`config.mk`:
```
export PLATFORM = sky130hd
export DESIGN_NAME = fdse_ce_seq
export DESIGN_NICKNAME = d
export VERILOG_FILES = /design/src/rtl/fdse_ce_seq.sv
export SDC_FILE = /design/constraint.sdc
export NUM_CORES = 1
export LEC_CHECK = 0
export CAP_MARGIN = 15
export CORE_ASPECT_RATIO = 1.2
export CORE_MARGIN = 1.5
export CORE_UTILIZATION = 40
export DETAILED_ROUTE_END_ITERATION = 8
export SKIP_CTS_REPAIR_TIMING = 1
export SYNTH_ARGS = -nofsm -noshare
export SYNTH_HDL_FRONTEND = slang
export SYNTH_SLANG_ARGS = --single-unit
```
`constraint.sdc`:
```
create_clock -name C -period 4.8 [get_ports C]
set_input_delay 0.96 -clock C [delete_from_list [all_inputs] [get_ports C]]
set_output_delay 0.96 -clock C [all_outputs]
set_load 0.05 [all_outputs]
```
`src/rtl/fdse_ce_seq.sv`:
```
// fdse_ce_seq
//   Control sequencer for a bank of falling-edge, sync-set, clock-enabled
//   flip-flops (FDSE_1). On the rising edge of C it produces the CE strobe,
//   the sync-set strobe and the serial D pattern. Those signals are therefore
//   stable half a cycle before the downstream cells sample them on the
//   falling edge.
//
// Parameters
//   WIDTH    width of the divider count and of DIV
//   PAT_LEN  pattern length in bits (2..32)
//   PATTERN  serial pattern, bit 0 emitted first
//   INIT     reset value of D_OUT (matches the downstream INIT)
//
// Ports
//   C        clock, all state updates on the rising edge
//   CLR      asynchronous active-high reset
//   EN       run enable (level)
//   DIV      CE period minus 1, sampled at start and at each reload
//   SET_REQ  set request, rising-edge qualified
//   CE_OUT   one-cycle clock-enable strobe
//   S_OUT    one-cycle synchronous-set strobe
//   D_OUT    serial pattern data, valid while CE_OUT=1
//   SET_ACK  one-cycle acknowledge of a serviced set
//   BUSY     registered (state != IDLE) | pending
//
// Build option
//   FDSE_CE_SEQ_GSR_EN  when defined, glbl.GSR (tri0) resets the block
//                       exactly as CLR does. When undefined, only CLR
//                       resets and glbl is not referenced.

module fdse_ce_seq #(
  parameter int unsigned        WIDTH   = 8,
  parameter int unsigned        PAT_LEN = 16,
  parameter logic [PAT_LEN-1:0] PATTERN = 16'hA5C3,
  parameter logic               INIT    = 1'b1
) (
  input  logic             C,
  input  logic             CLR,
  input  logic             EN,
  input  logic [WIDTH-1:0] DIV,
  input  logic             SET_REQ,
  output logic             CE_OUT,
  output logic             S_OUT,
  output logic             D_OUT,
  output logic             SET_ACK,
  output logic             BUSY
);

  localparam int unsigned   PW       = $clog2(PAT_LEN);
  localparam logic [PW-1:0] PTR_LAST = PW'(PAT_LEN - 1);

  typedef enum logic [1:0] {
    IDLE = 2'd0,
    RUN  = 2'd1,
    ACK  = 2'd2
  } state_t;

  state_t           state;
  logic [WIDTH-1:0] count;
  logic [PW-1:0]    ptr;
  logic             pending;
  logic             req_d;

  // Combined reset source
  logic rst;
`ifdef FDSE_CE_SEQ_GSR_EN
  tri0 gsr;
  assign gsr = glbl.GSR;
  assign rst = CLR | gsr;
`else
  assign rst = CLR;
`endif

  // Helper terms for the sequencer
  logic          set_edge;
  logic          slot;
  logic          take_set;
  logic [PW-1:0] ptr_next;

  always_comb begin
    set_edge = SET_REQ & ~req_d;
    slot     = (count == '0);
    // A request edge that lands on the slot cycle is taken at that slot.
    take_set = pending | set_edge;
    ptr_next = (ptr == PTR_LAST) ? '0 : ptr + 1'b1;
  end

  always_ff @(posedge C or posedge rst) begin
    if (rst) begin
      state   <= IDLE;
      count   <= '0;
      ptr     <= '0;
      pending <= 1'b0;
      req_d   <= 1'b0;
      CE_OUT  <= 1'b0;
      S_OUT   <= 1'b0;
      SET_ACK <= 1'b0;
      BUSY    <= 1'b0;
      D_OUT   <= INIT;
    end else begin
      req_d   <= SET_REQ;
      CE_OUT  <= 1'b0;
      S_OUT   <= 1'b0;
      SET_ACK <= 1'b0;
      // BUSY reflects the state and pending flag of the previous cycle, so
      // it stays high through the SET_ACK cycle.
      BUSY    <= (state != IDLE) | pending;
      // Latch new request edges. An edge while already pending is absorbed.
      pending <= pending | set_edge;

      case (state)
        IDLE: begin
          if (pending) begin
            // A set requested while idle is serviced without a CE.
            S_OUT   <= 1'b1;
            pending <= 1'b0;
            count   <= DIV;
            state   <= ACK;
          end else if (EN) begin
            count <= DIV;
            state <= RUN;
          end
        end

        RUN: begin
          if (!EN) begin
            // Drop out without a CE. ptr and pending survive, so the
            // pattern resumes at the same bit on the next RUN.
            state <= IDLE;
          end else if (slot) begin
            CE_OUT <= 1'b1;
            count  <= DIV;
            if (take_set) begin
              // The set consumes this slot. D_OUT is held and ptr stays.
              S_OUT   <= 1'b1;
              pending <= 1'b0;
              state   <= ACK;
            end else begin
              D_OUT <= PATTERN[ptr];
              ptr   <= ptr_next;
            end
          end else begin
            count <= count - 1'b1;
          end
        end

        ACK: begin
          SET_ACK <= 1'b1;
          if (EN) begin
            // The counter keeps running so the CE cadence is unbroken.
            // A slot here fires a normal CE.
            state <= RUN;
            if (slot) begin
              CE_OUT <= 1'b1;
              D_OUT  <= PATTERN[ptr];
              ptr    <= ptr_next;
              count  <= DIV;
            end else begin
              count <= count - 1'b1;
            end
          end else begin
            state <= IDLE;
          end
        end

        default: state <= IDLE;
      endcase
    end
  end

endmodule

```
==> reports/qor.yml, run 1 <==
root_buffer: "clkbuf_4"
fillers: 279
finalSetupViolations: 0
antenna_found_initial: 0
maxCapViolCount: 0
crit_slowest_cell: "clkdlybuf4s50_1"
wl_met2_um: 1252
dp_slack_ps: 2161
syn_avg_cell_area_um2: 9.697
fin_setup_tns_ps: 0
wl_um: 2463
fmax_mhz: 384.8
post_drt_wl_per_cell_um: 13.84
cts-buffers-inserted: 3
multi_input_area_um2: 648.1
critPathBufInv: 1
yosys-top-cells-count: "dfrtp_1, a21oi_1, inv_1, nand2_1, ha_1"
crit_required_ps: 3840
dr.pass1.iters: 4
synth-edff-count: 0
grt_max_degree: 22
yosysMostFrequentCell: "dfrtp_1"
whs_ps: 569.1
regArea_um2: 526.8
cts_max_path_buffers: 2
seqPwrFrac: 0.357
finClkSkew_ps: 3.853
critPathMaxStageDelay_ps: 790
tritoncts: "built"
swShare: 0.4621
internal-power_mw: 0.4569
gr-total-overflow: 0
async_flop_share: 1.000
min_period_ps: 2599
p_comb_frac: 0.543
synth_flop_cell: "dfrtp_1"
grtUsageTotal: 0.1599
cp-startpoint: "D_OUT"
wl_met1_um: 1120
io_pins: 17
layout-drive-gt1-share: 0.1181
final_core_util: 0.5020
cp_max_fo: 2
dr_total_vias: 978
grt_pass1_vias: 900
synth-seq-area-share: 0.4244
coreArea_mm2: 0.002864
die_h_um: 64.02
synth_nets: 147
antenna_left: 0
fp.dieW_um: 53.85
drc: 0
period_share: 0.5414
instances_no_fill: 178
hp-class: "reg -> reg"
leakage_nw: 0.6069
finalPower_mw: 0.8494
grt_pass1_wl_um: 4105
tightest_slew_ps: 796.3
port_buffers: 16
die_area_mm2: 0.003447
synthCells: 128
start_util: 0.4334
switchingPower_mw: 0.3925
fin_nets: 164
vias_per_cell: 5.494
drtIter0Drc: 23
cts_num_sinks: 21
crit_arrival_ps: 1640
slew_viol_final: 0
syn2layout_area_growth_pct: 15.83
finalHoldViolCount: 0
clk_pin_slew_ps: 110
rsz0062_at_grt: "no"
synth_area_leaders: "dfrtp_1, ha_1, a21oi_1"
crit_chain: "clkdlybuf4s50_1"
outcome: "finished clean"
ir_worst_vdd_v: 0.0003191
wl_met3_um: 63
critPathTopFamily: "buffers and inverters"
top_layer_used: "met4"
yosysWarnings: 0
ys_ff_latch: 21
rows: 21
n_antenna_cell: 0
finalWeightedCongestion: 0.7877
synth.top_cell.area_share: 0.4032
placed_cells: 174
path_class: "reg -> out"
r2r_start: "count[0]"
finalInstanceArea_mm2: 0.001438
setup_ws_ps: 2201
worstHoldStart: "ptr[1]"
synthesis.area_mm2: 0.001241
dp_hpwl_um: 1812
endpoint_kind: "output port"
yosysTopAreaCell: "dfrtp_1"
h-tree-depth: 1
ys_types: 43
placed_area_mm2: 0.001411
clk_latency_ps: 300
slew_headroom: 0.4686
clockPowerShare: 0.101
critPathLaunchType: "flop"
power_density_mw_per_mm2: 590.8
-- per-layer routing --
layer,track usage,up-vias
met5,0,-
met4,0.04808,0
met3,0.02570,4
met2,0.2607,12
met1,0.2123,468
li1,-,494
-- power by group through the flow --
stage / clock network (mW) / registers, mW / logic (mW)
2_1_floorplan: 0 / 0.321 / 0.343
3_3_place_gp: 0 / 0.302 / 0.453
3_5_place_dp: 0 / 0.303 / 0.462
4_1_cts: 0.0888 / 0.300 / 0.464
5_1_grt: 0.0973 / 0.311 / 0.517
6_report: 0.0854 / 0.303 / 0.461
-- placed cells by master (no fill, tap or decap), drive strengths merged, types with 2 or more instances in the layout --
master         Yosys  layout
nor3               6       6
o22ai              4       4
ha                 7       7
nand2              8       8
mux2               5       5
nor4               2       2
clkdlybuf4s50      0      16
a21oi             11      11
nor3b              2       2
nor2b              2       2
a31oi              3       3
nor2               8       8
nand3              5       5
inv                9       9
clkbuf             0       4
dfrtp             20      20
o21ai              7       7
and2               2       2
a311oi             2       2
or2b               2       2
a211oi             2       2
-- logic make-up (layout without fill, tap and decap cells) --
logic type,Yosys count,in the layout,synth area share
AO/OA/AOI/OAI,37,37,0.1946
XOR/XNOR,2,2,0.01412
adder cells (fa/ha/maj),7,7,0.07056
buffers and inverters,13,29,0.05342
flip-flops,21,21,0.4244
multiplexers,5,5,0.04536
AND/OR/NAND/NOR,43,43,0.1976
-- path summary, 6_finish.rpt --
| path | endpoint | slack (ps) | cells after the start |
|---|---|---|---|
| max reg2reg | ptr[0] | 2720 | 6 |
| min in group asynchronous | ptr[3] | 1100 | 2 |
| min | ptr[1] | 570 | 1 |
| max | D_OUT | 2200 | 1 |
| min reg2reg | ptr[1] | 570 | 1 |
| max in group asynchronous | count[3] | 3210 | 2 |
-- flip-flops by register name (all words and copies together) (netlist names) --
signal and cells:
S_OUT 1, D_OUT 1, SET_ACK 1, req_d 1
ptr 4, pending 1, CE_OUT 1, state 2
count 8, BUSY 1
-- layout make-up --
type | instances | area share
Clock buffer | 4 | 0.01828
Inverter | 9 | 0.02350
Multi-Input combinational cell | 94 | 0.4508
Sequential cell | 21 | 0.3664
Timing Repair Buffer | 16 | 0.1114
Tap cell | 34 | 0.02959
(Power assumes the default switching activity.)
==> inputs of run 2 (changes only) <==
Clock period 4.8 ns to 2.65 ns, I/O delays scaled along.
==> run 2 against run 1 <==
  * Sequential power is 80% higher
  * Sequential share of layout area is 0.19 points lower
  * Utilization is 0.26 points higher
  * Critical path type unchanged
  * Largest cell class unchanged
  * Largest power group unchanged
==> reports/qor.yml, run 2 (same netlist as run 1, synthesis figures left out) <==
outcome: "finished clean"  # unchanged
cts-buffers-inserted: 3  # unchanged
period_share: 0.8139
gr-total-overflow: 0  # unchanged
crit_slowest_cell: "clkdlybuf4s50_1"  # unchanged
dp_slack_ps: 465.5  # was 2161 ps
fin_nets: 165  # was 164
min_period_ps: 2157
cts_num_sinks: 21  # unchanged
final_core_util: 0.5046  # was 0.5020
syn2layout_area_growth_pct: 16.43  # was 15.83%
die_area_mm2: 0.003447  # unchanged
start_util: 0.4334  # unchanged
leakage_nw: 0.6117  # was 0.6069 nW
fmax_mhz: 463.6
crit_chain: "clkdlybuf4s50_1"  # unchanged
vias_per_cell: 5.682  # was 5.494
rows: 21  # unchanged
switchingPower_mw: 0.7023  # was 0.3925 mW
swShare: 0.4588  # was 0.4621
antenna_found_initial: 0  # unchanged
crit_required_ps: 2120  # was 3840 ps
rsz0062_at_grt: "no"  # unchanged
critPathMaxStageDelay_ps: 790  # about the same
power_density_mw_per_mm2: 1059  # was 590.8 mW/mm^2
slew_headroom: 0.5897  # was 0.4686
wl_um: 2455  # was 2463 um
die_h_um: 64.02  # unchanged
dr.pass1.iters: 4  # unchanged
port_buffers: 16  # unchanged
largest_register_ffs: 8  # unchanged
endpoint_kind: "output port"  # unchanged
maxCapViolCount: 0  # unchanged
n_antenna_cell: 0  # unchanged
finalSetupViolations: 0  # unchanged
clk_pin_slew_ps: 120  # was 110 ps
clockPowerShare: 0.101  # about the same
finClkSkew_ps: 10.70  # was 3.853 ps
dp_hpwl_um: 1849  # was 1812 um
antenna_left: 0  # unchanged
finalInstanceArea_mm2: 0.001445  # was 0.001438 mm^2
dr_total_vias: 1017  # was 978
finalHoldViolCount: 0  # unchanged
h-tree-depth: 1  # unchanged
setup_ws_ps: 493.0  # was 2201 ps
ir_worst_vdd_v: 0.0005873  # was 0.0003191 V
fp.dieW_um: 53.85  # unchanged
post_drt_wl_per_cell_um: 13.72  # was 13.84 um
clk_latency_ps: 300  # about the same
crit_arrival_ps: 1630  # was 1640 ps
tightest_slew_ps: 615.5  # was 796.3 ps
internal-power_mw: 0.8285  # was 0.4569 mW
final_common_cell: "dfrtp_1"  # unchanged
grtUsageTotal: 0.1598  # was 0.1599
ff2ff_setup_slack_ps: 550  # was 2720 ps
root_buffer: "clkbuf_4"  # unchanged
largest_register: "count"  # unchanged
cts_max_path_buffers: 2  # unchanged
fin_setup_tns_ps: 0  # unchanged
drc: 0  # unchanged
whs_ps: 539.8  # was 569.1 ps
critPathLaunchType: "flop"  # unchanged
placed_cells: 175  # was 174
coreArea_mm2: 0.002864  # unchanged
p_comb_frac: 0.542  # was 0.543
finalPower_mw: 1.531  # was 0.8494 mW
hp-class: "in -> async"  # was reg -> reg
path_class: "reg -> out"  # unchanged
io_pins: 17  # unchanged
critPathTopFamily: "buffers and inverters"  # unchanged
critPathBufInv: 1  # unchanged
biggestRegsByFlops: "count (8), ptr (4), state (2)"  # unchanged
seqPwrFrac: 0.357  # about the same
finalWeightedCongestion: 0.7880  # was 0.7877
tritoncts: "built"  # unchanged
final_cell_mix: "dfrtp_1, clkdlybuf4s50_1, a21oi_1"  # unchanged
grt_max_degree: 22  # unchanged
drtIter0Drc: 38  # was 23
layout-drive-gt1-share: 0.1241  # was 0.1181
cp_max_fo: 2  # unchanged
slew_viol_final: 0  # unchanged
grt_pass1_wl_um: 4077  # was 4105 um
placed_area_mm2: 0.001419  # was 0.001411 mm^2
instances_no_fill: 179  # was 178
grt_pass1_vias: 900  # unchanged
## run 2: path summary, 6_finish.rpt
| check | start | end | cells after the start |
|---|---|---|---|
| min | CLR | state[1] | 3 |
| min reg2reg | ptr[1] | ptr[1] | 1 |
| min in group C | ptr[1] | ptr[1] | 1 |
| max reg2reg | state[1] | count[4] | 6 |
| max | D_OUT | D_OUT | 1 |
| max in group asynchronous | CLR | D_OUT | 3 |
## run 2: area by class of cell
class	count	area, um^2
flip-flops and latches	21	526.8
fillers	272	1419
clock buffers	4	26.28
multi-input cells	94	648.1
inverters	9	33.78
well taps	34	42.54
repair buffers	17	167.7
## run 2: power by group through the flow
stage | combinational (mW) | clock, mW | sequential (mW)
after CTS | 0.836 | 0.164 | 0.544
after global placement | 0.821 | 0 | 0.547
after detailed placement | 0.829 | 0 | 0.550
after floorplan | 0.621 | 0 | 0.581
final | 0.830 | 0.155 | 0.546
after global routing | 0.931 | 0.175 | 0.562
## run 2: routing by layer
metal / wire length [um] / global-route usage / vias to the layer above
met2: 1259 / 0.2576 / 25
li1: - / - / 500
met5: 0 / 0 / -
met4: 40 / 0.06731 / 0
met1: 1075 / 0.2090 / 488
met3: 80 / 0.02103 / 4
==> inputs of run 3 (changes only) <==
Clock period 2.65 ns to 2.1 ns, I/O delays scaled along.
==> run 3 against run 2 <==
  * Highest routed layer unchanged
  * Cell area up 3.1%
  * Global-route usage grew 1.3 points
  * Critical path depth grew 5
  * First-iteration DRC count fell by 24%
  * Hold slack lost 140 ps
  * Sequential share of layout area shrank 1.1 points
  * Die area is the same
  * Clock-buffer cell count shrank 1
  * Critical path type is now reg -> reg
  * Clock skew shrank 1.8 ps
==> reports/qor.yml, run 3 (same netlist as run 1, synthesis figures left out) <==
outcome: "finished clean"  # unchanged
layout-drive-gt1-share: 0.1788  # was 0.1241
drc: 0  # unchanged
clk_latency_ps: 300  # about the same
antenna_found_initial: 0  # unchanged
dr.pass1.iters: 4  # unchanged
gr-total-overflow: 0  # unchanged
fin_nets: 171  # was 165
dr_total_vias: 1013  # was 1017
finalInstanceArea_mm2: 0.001490  # was 0.001445 mm^2
h-tree-depth: 1  # unchanged
final_cell_mix: "dfrtp_1, clkdlybuf4s50_1, a21oi_1"  # unchanged
power_density_mw_per_mm2: 1351  # was 1059 mW/mm^2
grt_pass1_vias: 991  # was 900
n_antenna_cell: 0  # unchanged
fmax_mhz: 511.5
crit_arrival_ps: 2150  # was 1630 ps
slew_headroom: 0.5980  # was 0.5897
dp_hpwl_um: 1923  # was 1849 um
rows: 21  # unchanged
hp-class: "in -> async"  # unchanged
vias_per_cell: 5.476  # was 5.682
ir_worst_vdd_v: 0.0008537  # was 0.0005873 V
largest_register: "count"  # unchanged
cts_max_path_buffers: 2  # unchanged
finalHoldViolCount: 0  # unchanged
r2r_cells: 6  # unchanged
fillers: 286  # was 272
finalPower_mw: 2.013  # was 1.531 mW
fp.dieW_um: 53.85  # unchanged
slew_viol_final: 0  # unchanged
clk_pin_slew_ps: 130  # was 120 ps
finClkSkew_ps: 8.947  # was 10.70 ps
critPathLaunchType: "flop"  # unchanged
maxCapViolCount: 0  # unchanged
tritoncts: "built"  # unchanged
cts-buffers-inserted: 3  # unchanged
leakage_nw: 0.6432  # was 0.6117 nW
min_period_ps: 1955
cts_num_sinks: 21  # unchanged
path_class: "reg -> reg"  # was reg -> out
die_h_um: 64.02  # unchanged
drtIter0Drc: 29  # was 38
ff2ff_setup_slack_ps: 140  # was 550 ps
start_util: 0.4334  # unchanged
endpoint_kind: "flop"  # was output port
root_buffer: "clkbuf_4"  # unchanged
largest_register_ffs: 8  # unchanged
grtUsageTotal: 0.1724  # was 0.1598
tightest_slew_ps: 603.0  # was 615.5 ps
dp_slack_ps: 91.44  # was 465.5 ps
grt_pass1_wl_um: 4491  # was 4077 um
fin_setup_tns_ps: 0  # unchanged
finalSetupViolations: 0  # unchanged
final_core_util: 0.5203  # was 0.5046
cp_max_fo: 4  # was 2
period_share: 0.9311
rsz0062_at_grt: "no"  # unchanged
setup_ws_ps: 144.8  # was 493.0 ps
coreArea_mm2: 0.002864  # unchanged
finalWeightedCongestion: 0.7955  # was 0.7880
antenna_left: 0  # unchanged
placed_area_mm2: 0.001461  # was 0.001419 mm^2
final_common_cell: "dfrtp_1"  # unchanged
biggestRegsByFlops: "count (8), ptr (4), state (2)"  # unchanged
crit_required_ps: 2290  # was 2120 ps
io_pins: 17  # unchanged
grt_max_degree: 13  # was 22
post_drt_wl_per_cell_um: 13.88  # was 13.72 um
syn2layout_area_growth_pct: 20.06  # was 16.43%
port_buffers: 16  # unchanged
wl_um: 2568  # was 2455 um
die_area_mm2: 0.003447  # unchanged
==> run 3: changes by cell type in the layout (fill, tap and decap cells not counted) <==
cell | previous run | this run
clkbuf_1 | 1 | 0
o22a_1 | 1 | 0
clkinv_2 | 0 | 1
buf_4 | 1 | 8
clkdlybuf4s50_1 | 16 | 15
o22a_2 | 0 | 1
==> run 3: worst paths after layout <==
| check | start | end |
|---|---|---|
| max reg2reg | count[0] | ptr[1] |
| max | count[0] | ptr[1] |
| min reg2reg | count[1] | count[1] |
| min | CLR | count[4] |
| max in group asynchronous | CLR | ptr[0] |
| min in group C | SET_REQ | req_d |
==> run 3: area by class of cell <==
class | instances | area [um^2] | share of cell area
multi-input cells | 94 | 649.4 | 0.4358
repair buffers | 23 | 210.2 | 0.1411
flip-flops and latches | 21 | 526.8 | 0.3535
well taps | 34 | 42.54 | 0.02855
clock inverters | 1 | 5.005 | 0.003359
clock buffers | 3 | 22.52 | 0.01511
inverters | 9 | 33.78 | 0.02267
==> run 3: critical path: stages (launching register included) <==
cell and delay, ps:
dfrtp_1 420, inv_1 80, ha_1 190, nor3b_1 390
nand3_1 180, nor2_2 220, mux2_2 360
==> run 3: report_power, final <==
| part | total, mW | internal (mW) | switching (mW) |
|---|---|---|---|
| registers | 0.692 | 0.543 | 0.150 |
| clock network | 0.197 | 0.0708 | 0.127 |
| logic | 1.12 | 0.483 | 0.640 |
| total | 2.01 | 1.10 | 0.916 |
==> run 3: metrics by stage <==
step                cells  hold slack, ps
floorplan             128           395.8
global placement      181           534.6
detailed placement    181           557.0
CTS                   185           413.5
global route          185           425.4
finish                185           404.2
==> run 3: layer usage <==
metal | vias to the layer above | wire (um) | track usage | part of all wire
met5 | - | 0 | 0 | 0
met2 | 15 | 1308 | 0.2896 | 0.51
met1 | 483 | 1168 | 0.2264 | 0.45
met3 | 2 | 67 | 0.02804 | 0.026
li1 | 513 | - | - | -
met4 | 0 | 23 | 0.03846 | 0.0090
